===== src/rtl/stack_exec_ctrl.sv =====
`default_nettype none
// stack_exec_ctrl: fetch/execute sequencer for a 16-bit stack-machine ISA with an
// internal operand stack, local-variable RAM port and a shared MUL/DIV ALU handshake.
module stack_exec_ctrl #(
    parameter int DATA_W    = 32,
    parameter int PC_W      = 12,
    parameter int LV_AW     = 6,
    parameter int STK_DEPTH = 16
) (
    input  logic              clk,
    input  logic              rst_n,
    input  logic              start,
    input  logic [PC_W-1:0]   start_pc,
    output logic              busy,
    output logic              done,
    output logic [DATA_W-1:0] result,
    output logic              err,
    output logic [1:0]        err_code,
    output logic              imem_req,
    output logic [PC_W-1:0]   imem_addr,
    input  logic              imem_ack,
    input  logic [15:0]       imem_rdata,
    output logic              lv_we,
    output logic [LV_AW-1:0]  lv_addr,
    output logic [DATA_W-1:0] lv_wdata,
    input  logic [DATA_W-1:0] lv_rdata,
    output logic              alu_req,
    output logic              alu_op,
    output logic [DATA_W-1:0] alu_a,
    output logic [DATA_W-1:0] alu_b,
    input  logic              alu_ack,
    input  logic [DATA_W-1:0] alu_res
);
    localparam int SP_AW = $clog2(STK_DEPTH);
    localparam int SP_W  = SP_AW + 1;
    localparam logic [SP_W-1:0] SP_FULL = SP_W'(STK_DEPTH);

    localparam logic [3:0] OP_PUSH = 4'd0,  OP_LOAD = 4'd1,  OP_STORE = 4'd2, OP_ADD = 4'd3;
    localparam logic [3:0] OP_SUB  = 4'd4,  OP_MUL  = 4'd5,  OP_DIV   = 4'd6, OP_EQ  = 4'd7;
    localparam logic [3:0] OP_NE   = 4'd8,  OP_GT   = 4'd9,  OP_GE    = 4'd10, OP_JMP = 4'd11;
    localparam logic [3:0] OP_JZ   = 4'd12, OP_POP  = 4'd13, OP_RET   = 4'd14;

    typedef enum logic [2:0] {IDLE, FETCH, EXEC, LWAIT, AWAIT} state_t;

    state_t              state, state_n;
    logic [PC_W-1:0]     pc, pc_n;
    logic [15:0]         ir, ir_n;
    logic [SP_W-1:0]     sp, sp_n;
    logic [DATA_W-1:0]   result_n, alu_a_n, alu_b_n;
    logic [1:0]          err_code_n;
    logic                done_n, err_n, alu_op_n;

    logic [DATA_W-1:0]   stk [STK_DEPTH];
    logic                stk_we;
    logic [SP_AW-1:0]    stk_widx;
    logic [DATA_W-1:0]   stk_wdata;

    logic [3:0]          opcode;
    logic [11:0]         imm;
    logic [DATA_W-1:0]   imm_sx, top, nxt, bin_res;
    logic [SP_AW-1:0]    top_idx, nxt_idx;
    logic [1:0]          need;
    logic                pushes;

    assign opcode    = ir[15:12];
    assign imm       = ir[11:0];
    assign imm_sx    = {{(DATA_W-12){imm[11]}}, imm};
    assign top_idx   = sp[SP_AW-1:0] - SP_AW'(1);
    assign nxt_idx   = sp[SP_AW-1:0] - SP_AW'(2);
    assign top       = stk[top_idx];
    assign nxt       = stk[nxt_idx];
    assign busy      = (state != IDLE);
    assign imem_addr = pc;
    assign lv_addr   = ir[LV_AW-1:0];
    assign alu_req   = (state == AWAIT);

    // Operand demand and push behaviour per opcode, used for fault checks.
    always_comb begin
        need    = 2'd0;
        pushes  = 1'b0;
        bin_res = '0;
        unique case (opcode)
            OP_PUSH, OP_LOAD:           pushes = 1'b1;
            OP_STORE, OP_JZ, OP_POP, OP_RET: need = 2'd1;
            OP_JMP, 4'd15:              need = 2'd0;
            default:                    need = 2'd2;
        endcase
        unique case (opcode)
            OP_ADD:  bin_res = nxt + top;
            OP_SUB:  bin_res = nxt - top;
            OP_EQ:   bin_res = {{(DATA_W-1){1'b0}}, (nxt == top)};
            OP_NE:   bin_res = {{(DATA_W-1){1'b0}}, (nxt != top)};
            OP_GT:   bin_res = {{(DATA_W-1){1'b0}}, ($signed(nxt) > $signed(top))};
            OP_GE:   bin_res = {{(DATA_W-1){1'b0}}, ($signed(nxt) >= $signed(top))};
            default: bin_res = '0;
        endcase
    end

    always_comb begin
        state_n    = state;
        pc_n       = pc;
        ir_n       = ir;
        sp_n       = sp;
        result_n   = result;
        err_code_n = err_code;
        done_n     = 1'b0;
        err_n      = 1'b0;
        alu_op_n   = alu_op;
        alu_a_n    = alu_a;
        alu_b_n    = alu_b;
        stk_we     = 1'b0;
        stk_widx   = sp[SP_AW-1:0];
        stk_wdata  = imm_sx;
        imem_req   = 1'b0;
        lv_we      = 1'b0;
        lv_wdata   = '0;
        unique case (state)
            IDLE: begin
                if (start) begin
                    pc_n       = start_pc;
                    sp_n       = '0;
                    err_code_n = 2'd0;
                    state_n    = FETCH;
                end
            end
            FETCH: begin
                imem_req = 1'b1;
                if (imem_ack) begin
                    ir_n    = imem_rdata;
                    pc_n    = pc + PC_W'(1);
                    state_n = EXEC;
                end
            end
            EXEC: begin
                state_n = FETCH;
                if ({{(SP_W-2){1'b0}}, need} > sp) begin
                    err_n = 1'b1; err_code_n = 2'd1; state_n = IDLE;
                end else if (pushes && (sp == SP_FULL)) begin
                    err_n = 1'b1; err_code_n = 2'd2; state_n = IDLE;
                end else if ((opcode == OP_DIV) && (top == '0)) begin
                    err_n = 1'b1; err_code_n = 2'd3; state_n = IDLE;
                end else begin
                    unique case (opcode)
                        OP_PUSH: begin
                            stk_we = 1'b1;
                            sp_n   = sp + SP_W'(1);
                        end
                        OP_LOAD:  state_n = LWAIT;
                        OP_STORE: begin
                            lv_we    = 1'b1;
                            lv_wdata = top;
                        end
                        OP_ADD, OP_SUB, OP_EQ, OP_NE, OP_GT, OP_GE: begin
                            stk_we    = 1'b1;
                            stk_widx  = nxt_idx;
                            stk_wdata = bin_res;
                            sp_n      = sp - SP_W'(1);
                        end
                        OP_MUL, OP_DIV: begin
                            // Operands leave the stack now; the result is pushed on ack.
                            alu_op_n = (opcode == OP_DIV);
                            alu_a_n  = nxt;
                            alu_b_n  = top;
                            sp_n     = sp - SP_W'(2);
                            state_n  = AWAIT;
                        end
                        OP_JMP: pc_n = PC_W'(imm);
                        OP_JZ: begin
                            sp_n = sp - SP_W'(1);
                            if (top == '0) pc_n = PC_W'(imm);
                        end
                        OP_POP: sp_n = sp - SP_W'(1);
                        OP_RET: begin
                            result_n = top;
                            done_n   = 1'b1;
                            sp_n     = sp - SP_W'(1);
                            state_n  = IDLE;
                        end
                        default: ;
                    endcase
                end
            end
            LWAIT: begin
                stk_we    = 1'b1;
                stk_wdata = lv_rdata;
                sp_n      = sp + SP_W'(1);
                state_n   = FETCH;
            end
            AWAIT: begin
                if (alu_ack) begin
                    stk_we    = 1'b1;
                    stk_wdata = alu_res;
                    sp_n      = sp + SP_W'(1);
                    state_n   = FETCH;
                end
            end
            default: state_n = IDLE;
        endcase
    end

    always_ff @(posedge clk or negedge rst_n) begin
        if (!rst_n) begin
            state    <= IDLE;
            pc       <= '0;
            ir       <= '0;
            sp       <= '0;
            result   <= '0;
            err_code <= 2'd0;
            done     <= 1'b0;
            err      <= 1'b0;
            alu_op   <= 1'b0;
            alu_a    <= '0;
            alu_b    <= '0;
        end else begin
            state    <= state_n;
            pc       <= pc_n;
            ir       <= ir_n;
            sp       <= sp_n;
            result   <= result_n;
            err_code <= err_code_n;
            done     <= done_n;
            err      <= err_n;
            alu_op   <= alu_op_n;
            alu_a    <= alu_a_n;
            alu_b    <= alu_b_n;
        end
    end

    always_ff @(posedge clk) begin
        if (stk_we) stk[stk_widx] <= stk_wdata;
    end
endmodule
`default_nettype wire


===== config.mk =====
export PLATFORM = sky130hd
export DESIGN_NAME = stack_exec_ctrl
export DESIGN_NICKNAME = d
export VERILOG_FILES = /design/src/rtl/stack_exec_ctrl.sv
export SDC_FILE = /design/constraint.sdc
export NUM_CORES = 1
export LEC_CHECK = 0
export CELL_PAD_IN_SITES_DETAIL_PLACEMENT = 0
export CELL_PAD_IN_SITES_GLOBAL_PLACEMENT = 1
export CORE_MARGIN = 4
export CORE_UTILIZATION = 25
export CTS_CLUSTER_SIZE = 25
export DETAILED_ROUTE_END_ITERATION = 8
export PLACE_DENSITY_LB_ADDON = 0.1
export SKIP_LAST_GASP = 1
export SYNTH_ARGS = -nofsm -noshare
export SYNTH_HDL_FRONTEND = slang
export SYNTH_SLANG_ARGS = --single-unit

===== constraint.sdc =====
create_clock -name clk -period 12.2 [get_ports clk]
set_input_delay 2.44 -clock clk [delete_from_list [all_inputs] [get_ports clk]]
set_output_delay 2.44 -clock clk [all_outputs]
set_load 0.03 [all_outputs]

==> results of run 1 <==
[cell usage after synthesis (6+ instances only)]
library cell	n	area (um2)
o221ai_1	17	149
clkbuf_1	100	375
o211ai_1	17	128
dfrtp_1	137	3430
nor2b_1	25	156
o21ai_1	7	35.0
nand2b_1	17	106
buf_6	8	90.1
mux2_4	17	255
nand2_1	116	435
a31oi_1	15	93.8
mux2i_1	70	701
inv_1	75	282
or3_1	10	62.6
a21o_1	24	180
nor3_1	24	120
a211oi_1	13	97.6
and2_1	12	75.1
a221oi_1	19	166
and3_1	11	68.8
mux2_2	62	698
mux2_1	21	236
a221o_1	23	230
nor4_1	16	100
o21ai_0	124	621
buf_2	17	85.1
nand4_1	12	75.1
nand3_1	20	100
o22ai_1	16	100
buf_4	20	150
o21a_1	9	67.6
buf_1	19	71.3
edfxtp_1	512	15400
or2_2	6	37.5
o31ai_1	15	113
o21bai_1	20	150
a21oi_1	91	455
xnor2_1	12	105
a22oi_1	11	82.6
a222oi_1	12	120
ha_1	72	901
mux4_2	288	6490
nor2_1	138	518
[worst max path at each step]
stage,cells after the start,endpoint,start,slack [ps]
6_report,16,stk[13][31]$_DFFE_PP_,sp[0]$_DFFE_PN0P_,3620
4_1_cts,17,stk[9][26]$_DFFE_PP_,sp[1]$_DFFE_PN0P_,3370
5_1_grt,16,stk[13][31]$_DFFE_PP_,sp[0]$_DFFE_PN0P_,2700
2_1_floorplan,28,stk[0][30]$_DFFE_PP_,sp[0]$_DFFE_PN0P_,3930
3_3_place_gp,17,stk[0][26]$_DFFE_PP_,sp[1]$_DFFE_PN0P_,3570
3_5_place_dp,17,stk[3][26]$_DFFE_PP_,sp[1]$_DFFE_PN0P_,3370
[sequential cells by signal (all words and copies together) (netlist names), 2 cells and up]
signal,count
stk,512
alu_a,32
alu_b,32
result,32
ir,16
imem_addr,12
sp,5
state,3
err_code,2
[per-layer routing]
layer / vias to the layer above / global-route usage [%] / share of wire, %
met5: - / 0 / 0
li1: 9959 / - / -
met3: 140 / 3.19 / 5.8
met4: 0 / 5.09 / 2.2
met2: 832 / 31.4 / 47
met1: 12610 / 26.1 / 45
[layout make-up]
| type | instances | area [um2] |
|---|---|---|
| Timing Repair Buffer | 335 | 3170 |
| Antenna cell | 5 | 12.5 |
| Multi-Input combinational cell | 1446 | 14800 |
| Inverter | 75 | 282 |
| Fill cell | 13555 | 95500 |
| Clock inverter | 49 | 402 |
| Sequential cell | 649 | 18800 |
| Tap cell | 1794 | 2240 |
| Clock buffer | 95 | 2110 |
[logic make-up after synthesis]
logic type,synth area share [%]
AO/OA/AOI/OAI,9.28
multiplexers,24.3
adder cells (fa/ha/maj),2.73
XOR/XNOR,0.330
flip-flops,54.5
buffers and inverters,3.07
AND/OR/NAND/NOR,5.78
[placed cells by master (no fill, tap or decap), types with 82 or more instances in the layout]
| cell | n |
|---|---|
| edfxtp_1 | 512 |
| mux4_2 | 288 |
| clkdlybuf4s50_1 | 250 |
| dfrtp_1 | 135 |
| nor2_1 | 121 |
| o21ai_0 | 118 |
| nand2_1 | 116 |
| a21oi_1 | 91 |
| clkbuf_16 | 82 |
| buf_4 | 82 |
[per-stage QoR]
stage | cell area [um2] | instances | util (%) | hold slack [ps]
3_3_place_gp | 39300 | 4298 | 28.6 | 465
3_5_place_dp | 39300 | 4298 | 28.6 | 470
4_1_cts | 41800 | 4442 | 30.5 | 483
2_1_floorplan | 34500 | 2335 | - | 504
6_report | 41900 | 4448 | 30.5 | 478
5_1_grt | 41900 | 4444 | 30.5 | 504
[worst min-delay path, delay by kind of cell, from the launching register on]
family | cells | cell delay (ps)
flops | 1 | 340
compound gates | 1 | 60
simple gates | 1 | 50
==> reports/summary.txt, run 1 <==
Distinct cells, synth = 79
fmax = 0.116 GHz
area of the mapped netlist = 0.0345 mm2
vias per inst = 5.29
Placeable Area = 0.137 mm2
number of synthesized flops with an enable pin = 512
Worst Max-Slew Pin Slew = 1360 ps
Max H-tree Level = 3
Post-DP HPWL = 95,500 um
hold_sp = result[19]$_DFFE_PN0P_
io pins = 252
WHS Endpoint = result[19]$_DFFE_PN0P_
gr usage total = 19.1%
r2r worst-path depth = 16
drt pass-1 iters = 8
hold depth = 2
drc violations = 0
share of cells above drive strength 1 = 23.2%
number of DRC markers in iteration 0 = 2,075
unrepaired setup endpoints after global routing = false
sequential fraction of the synthesis area = 54.5%
Die H = 379 um
NumNets Final = 2,758
Max Cap Viol = 0
final worst slack = 3620 ps
TritonCTS Buffers = 80
largest net degree at the start of global routing = 117
Synth Area per Inst = 14.8 um2
slowest library cell on the worst path = a2bb2oi_1
Critical Path RT = 12,480 ps
postcts setup bufs = 0
clk_lat worst skew = 680 ps
Syn Inst Count = 2,335
Primary FF master, synth = edfxtp_1
row count = 136
status = finished, final reports clean
CP peak stage delay = 1060 ps
vias in the first global route = 24,168
Crit Path Category = flip-flop to flip-flop
DP Worst Slack = 3370 ps
Crit. End Element = flip-flop
Hold Fails Final Rpt = 0
clk slew on worst S/H paths = 60 ps
Synthesized Nets = 2,506
Initial Util = 25.1%
hold crit path type = flip-flop to flip-flop
max-slew violations = 0
CP delay by family, top = compound AO/OA/AOI/OAI gates
r2r setup slk = 3620 ps
wirelength, routed = 139,000 um
number of synthesis warnings = 0
GP Congestion = 0.861
hold buffer count at CTS = 0
FF-to-FF Start = sp[0]$_DFFE_PN0P_
fin crit share = 70.4%
routed vias = 23,541
r2r endpoint = stk[13][31]$_DFFE_PP_
CP Launch Type = flip-flop
Layout area overhead = 21.4%
initial antenna violation count = 4
CTS resizes = 0
CP Cell Sequence = buf_4, buf_4, mux4_2, mux4_2, inv_1, ha_1, nor2b_1, o311ai_0, a211oi_1, nor3_1, o21ai_0, a41o_1, a21oi_1, xnor2_1, o22ai_1, a2bb2oi_1
CP arrival = 8860 ps
CTS Sinks = 649
first-pass GRT wire length = 193,000 um
Critical path buffers and inverters = 3
grt ovf = 0
Die ar. = 0.144 mm2
CP Max Fanout = 49
ys async rst share = 21.1%
drt wl/cell = 31.3 um
min cycle time layout = 8580 ps
Die Wd = 379 um
CTS root buffer = clkbuf_16
final clock skew = 37.3 ps
Sum Neg Setup Slack = 0 ps
CTS max path bufs = 3
TritonCTS clock tree = built
Routed Antenna Nets = 0
Final setup viols = 0
Port Buffers = 251
Synth Register Bits = 649
Slew headroom = 9.19%
Power of run 1 is left out: the tool's default activity adds up to more than one toggle a clock period on the data nets, which glitch-free logic cannot reach.
==> run 2: changes to the inputs <==
==> constraint.sdc (replaced) <==
create_clock -name clk -period 7.5 [get_ports clk]
set_input_delay 1.5 -clock clk [delete_from_list [all_inputs] [get_ports clk]]
set_output_delay 1.5 -clock clk [all_outputs]
set_load 0.03 [all_outputs]
==> reports/summary.txt, run 2 (synthesis gave the netlist of run 1 again) <==
clk_lat worst skew = 670 ps (about the same)
r2r setup slk = 380 ps (-3230 ps)
Max H-tree Level = 3 (unchanged)
CTS max path bufs = 3 (unchanged)
share of cells above drive strength 1 = 24.9% (+1.7 points)
Die Wd = 379 um (unchanged)
CP Max Fanout = 26 (-47%)
final clock skew = 31.0 ps (-6.33 ps)
Die ar. = 0.144 mm2 (unchanged)
Top reg by flops = stk
row count = 136 (unchanged)
number of DRC markers in iteration 0 = 2,013 (-3.0%)
r2r worst-path depth = 21 (+5)
Critical Path RT = 7820 ps (-4660 ps)
max-slew violations = 0 (unchanged)
min cycle time layout = 7120 ps (-1470 ps)
routed vias = 23,821 (+1.2%)
CP Launch Point = sp[1]$_DFFE_PN0P_
clk slew on worst S/H paths = 60 ps (about the same)
Post-Place Cells = 4,363 (+1.5%)
r2r endpoint = stk[5][30]$_DFFE_PP_
unrepaired setup endpoints after global routing = false
wirelength, routed = 145,000 um (+3.7%)
drt wl/cell = 32.0 um (+2.2%)
hold crit path type = flip-flop to flip-flop
drt pass-1 iters = 5 (-3)
CP peak stage delay = 780 ps (-280 ps)
NumNets Final = 2,822 (+2.3%)
vias in the first global route = 24,544 (+1.6%)
GP Congestion = 0.854 (-0.86%)
CP arrival = 7430 ps (-1430 ps)
Placeable Area = 0.137 mm2 (unchanged)
first-pass GRT wire length = 200,000 um (+3.8%)
initial antenna violation count = 6 (+2)
CP Cell Sequence = inv_1, ha_1, a21boi_0, xnor2_2, buf_4, buf_4, o21ai_0, buf_4, ha_1, inv_1, a21oi_1, nor2b_1, a2111oi_0, buf_4, nand3_1, o211ai_1, a31oi_1, nor4_1, nor3b_1, buf_4, o311ai_4
most frequent cells in the layout = edfxtp_1 (512), mux4_2 (288), clkdlybuf4s50_1 (250)
TritonCTS Buffers = 80 (unchanged)
Crit Path Category = flip-flop to flip-flop
Final setup viols = 0 (unchanged)
instance count on the critical path = 21 (+5)
Slew headroom = 15.5% (+6.3 points)
Port Buffers = 251 (unchanged)
Routed Antenna Nets = 0 (unchanged)
Initial Util = 25.1% (unchanged)
Die H = 379 um (unchanged)
CTS Sinks = 649 (unchanged)
Post-DP HPWL = 101,000 um (+5.8%)
CP Launch Type = flip-flop
Critical path buffers and inverters = 7 (+4)
vias per inst = 5.28 (-0.25%)
gr usage total = 19.8% (+0.72 points)
largest net degree at the start of global routing = 133 (+14%)
crit-path most repeated cell = buf_4
commonest non-fill, non-tap cell in the layout = edfxtp_1
CP Capture Point = stk[5][30]$_DFFE_PP_
drc violations = 0 (unchanged)
max FFs per register = 512 (unchanged)
slowest library cell on the worst path = o311ai_4
fmax = 0.141 GHz (+21%)
CTS root buffer = clkbuf_16
Hold Fails Final Rpt = 0 (unchanged)
Layout area overhead = 23.4%
status = finished, final reports clean
FF-to-FF Start = sp[1]$_DFFE_PN0P_
io pins = 252 (unchanged)
CP delay by family, top = compound AO/OA/AOI/OAI gates
# fillers = 13,528 (-0.20%)
grt ovf = 0 (unchanged)
post-route insts no fill = 4,512 (+1.4%)
Worst Max-Slew Pin Slew = 1260 ps (-97.6 ps)
fin crit share = 94.9% (+25 points)
TritonCTS clock tree = built
Max Cap Viol = 0 (unchanged)
Crit. End Element = flip-flop
run 2: cell count changes in the layout (fill, tap and decap cells not counted), sizes merged:
cell,previous run,this run
clkinvlp,3,6
clkinv,40,28
bufinv,4,2
buf,85,149
clkbuf,95,109
diode,5,2
run 2: layer usage:
metal | routed length (um) | global-route usage [%] | vias up
met3 | 6850 | 2.94 | 148
met5 | 27 | 0 | -
met4 | 2870 | 4.86 | 4
met2 | 68200 | 32.4 | 723
met1 | 66600 | 27.6 | 12859
li1 | - | - | 10087
run 2: worst min-delay path, stage by stage (launching register included):
cell	delay (ps)
dfrtp_1	340
nand2_1	40
o21ai_0	60
run 2: how the worst min path moves through the flow:
stage | cells past startpoint | from | to
floorplan | 1 | ir[9]$_DFFE_PN0P_ | ir[9]$_DFFE_PN0P_
global placement | 2 | result[24]$_DFFE_PN0P_ | result[24]$_DFFE_PN0P_
detailed placement | 2 | result[24]$_DFFE_PN0P_ | result[24]$_DFFE_PN0P_
CTS | 2 | result[6]$_DFFE_PN0P_ | result[6]$_DFFE_PN0P_
global route | 1 | alu_a[8]$_DFFE_PN0P_ | alu_a[8]$_DFFE_PN0P_
finish | 2 | result[6]$_DFFE_PN0P_ | result[6]$_DFFE_PN0P_
run 2: stage by stage:
step | TNS, ps | instance area (um2) | util, % | worst slack (ps) | hold slack, ps
after floorplan | -445 | 34500 | - | -27.8 | 504
after global placement | 0 | 40000 | 29.2 | 500 | 466
after detailed placement | 0 | 40000 | 29.2 | 430 | 474
after CTS | 0 | 42500 | 31.0 | 365 | 484
after global routing | 0 | 42500 | 31.0 | 125 | 509
final | 0 | 42500 | 31.0 | 383 | 479
run 2: layout make-up:
cell class / count / area, um2 / area share [%]
sequential: 649 / 18800 / 44.2
multi-input combinational: 1446 / 14900 / 35.0
timing repair buffer: 399 / 3820 / 8.99
tap: 1794 / 2240 / 5.28
clock buffer: 109 / 2190 / 5.16
clock inverter: 38 / 299 / 0.703
inverter: 75 / 282 / 0.662
antenna: 2 / 5.00 / 0.0118
run 2: repair_timing:
action	4_1_cts	5_1_grt
endpoints found under the hold margin	0	0
resized for setup	0	1
hold buffers	0	0
endpoints found under the setup margin	0	16
setup buffers	0	0
Power of run 2 is left out for the same reason.
==> run 3: changes to the inputs <==
--- a/config.mk
+++ b/config.mk
@@ -9,9 +9,9 @@
 export CELL_PAD_IN_SITES_GLOBAL_PLACEMENT = 1
 export CORE_MARGIN = 4
 export CORE_UTILIZATION = 25
-export CTS_CLUSTER_SIZE = 25
 export DETAILED_ROUTE_END_ITERATION = 8
-export PLACE_DENSITY_LB_ADDON = 0.1
+export GPL_ROUTABILITY_DRIVEN = 0
+export PLACE_DENSITY = 0.52
 export SKIP_LAST_GASP = 1
 export SYNTH_ARGS = -nofsm -noshare
 export SYNTH_HDL_FRONTEND = slang
==> reports/summary.txt, run 3 (synthesis gave the netlist of run 1 again) <==
FF-to-FF Start = sp[0]$_DFFE_PN0P_
Port Buffers = 251 (unchanged)
Initial Util = 25.1% (unchanged)
hold buffer count at CTS = 0 (unchanged)
min cycle time layout = 6790 ps (-325 ps)
TritonCTS clock tree = built
Worst Max-Slew Pin Slew = 1400 ps (+143 ps)
postcts setup bufs = 0 (unchanged)
Crit Path Category = flip-flop to flip-flop
clk_lat worst skew = 650 ps (-20 ps)
max-slew violations = 0 (unchanged)
gr usage total = 17.9% (-1.9 points)
TritonCTS Buffers = 71 (-11%)
status = finished, final reports clean
unrepaired setup endpoints after global routing = false
initial antenna violation count = 3 (-3)
Post-DP HPWL = 92,000 um (-9.0%)
Slew headroom = 5.51% (-10 points)
share of cells above drive strength 1 = 23.5% (-1.5 points)
CTS Sinks = 649 (unchanged)
Final setup viols = 0 (unchanged)
DP Worst Slack = 856 ps (+426 ps)
Max H-tree Level = 3 (unchanged)
wirelength, routed = 132,000 um (-8.8%)
vias per inst = 5.32 (+0.68%)
Top reg by flops = stk
CTS root buffer = clkbuf_16
# fillers = 13,531 (+0.022%)
commonest non-fill, non-tap cell in the layout = edfxtp_1
Routed Antenna Nets = 0 (unchanged)
final clock skew = 39.2 ps (+8.17 ps)
hold_sp = result[26]$_DFFE_PN0P_
drc violations = 0 (unchanged)
Hold Fails Final Rpt = 0 (unchanged)
NumNets Final = 2,769 (-1.9%)
Placeable Area = 0.137 mm2 (unchanged)
CTS max path bufs = 3 (unchanged)
Max Cap Viol = 0 (unchanged)
largest net degree at the start of global routing = 133 (unchanged)
number of DRC markers in iteration 0 = 2,448 (+22%)
most frequent cells in the layout = edfxtp_1 (512), mux4_2 (288), clkdlybuf4s50_1 (250)
vias in the first global route = 23,995 (-2.2%)
fmax = 0.147 GHz (+4.8%)
drt pass-1 iters = 5 (unchanged)
Die Wd = 379 um (unchanged)
max FFs per register = 512 (unchanged)
grt ovf = 0 (unchanged)
CTS resizes = 0 (unchanged)
Crit. End Element = flip-flop
Critical Path RT = 7820 ps (about the same)
clk slew on worst S/H paths = 60 ps (about the same)
CP Launch Point = sp[0]$_DFFE_PN0P_
Die H = 379 um (unchanged)
io pins = 252 (unchanged)
drt wl/cell = 29.6 um (-7.6%)
CP arrival = 7110 ps (-320 ps)
Layout area overhead = 21.7%
final worst slack = 707 ps (+325 ps)
fin crit share = 90.6% (-4.3 points)
CP Launch Type = flip-flop
row count = 136 (unchanged)
Die ar. = 0.144 mm2 (unchanged)
first-pass GRT wire length = 184,000 um (-8.0%)
hold crit path type = flip-flop to flip-flop
routed vias = 23,665 (-0.65%)
CP Max Fanout = 26 (unchanged)
## run 3: worst max-delay path, cell delays in order, from the launching register on
cell,delay (ps)
dfrtp_4,580
inv_1,170
ha_1,300
xnor2_4,530
buf_12,330
mux2_2,470
o21ai_0,1100
ha_1,480
or3_1,460
nor3_1,370
nand4_1,140
o221ai_1,310
o41ai_1,160
nor4_1,280
o22ai_1,130
a21o_1,180
nand3_1,460
## run 3: cell type report
| class | instances | area [um2] | area share (%) |
|---|---|---|---|
| Sequential cell | 649 | 18800 | 44.8 |
| Multi-Input combinational cell | 1446 | 14900 | 35.4 |
| Timing Repair Buffer | 355 | 3420 | 8.15 |
| Tap cell | 1794 | 2240 | 5.35 |
| Clock buffer | 95 | 1960 | 4.67 |
| Clock inverter | 35 | 389 | 0.927 |
| Inverter | 75 | 282 | 0.671 |
| Antenna cell | 3 | 7.51 | 0.0179 |
## run 3: final timing paths
kind | end | slack, ps | cells after the start
max | stk[9][29]$_DFFE_PP_ | 710 | 16
min | result[26]$_DFFE_PN0P_ | 480 | 2
max reg2reg | stk[9][29]$_DFFE_PP_ | 710 | 16
min reg2reg | result[26]$_DFFE_PN0P_ | 480 | 2
max in group asynchronous | alu_a[15]$_DFFE_PN0P_ | 5010 | 2
min in group asynchronous | alu_a[23]$_DFFE_PN0P_ | 960 | 1
## run 3: per-stage QoR
step | setup TNS [ps] | hold slack, ps | utilization (%) | instances | instance area (um2)
after floorplan | -445 | 504 | - | 2335 | 34500
after global placement | 0 | 461 | 28.9 | 4319 | 39600
after detailed placement | 0 | 474 | 28.9 | 4319 | 39600
after CTS | 0 | 488 | 30.6 | 4449 | 42000
after global routing | 0 | 502 | 30.6 | 4449 | 42000
final | 0 | 484 | 30.6 | 4452 | 42000
## run 3: layer usage
layer | vias to the layer above | routed length, um | track usage, %
met1 | 12501 | 54300 | 23.1
met5 | - | 12 | 0
met4 | 2 | 3890 | 5.43
li1 | 9983 | - | -
met2 | 1014 | 64400 | 30.4
met3 | 165 | 9140 | 3.43
Power of run 3 is left out for the same reason.
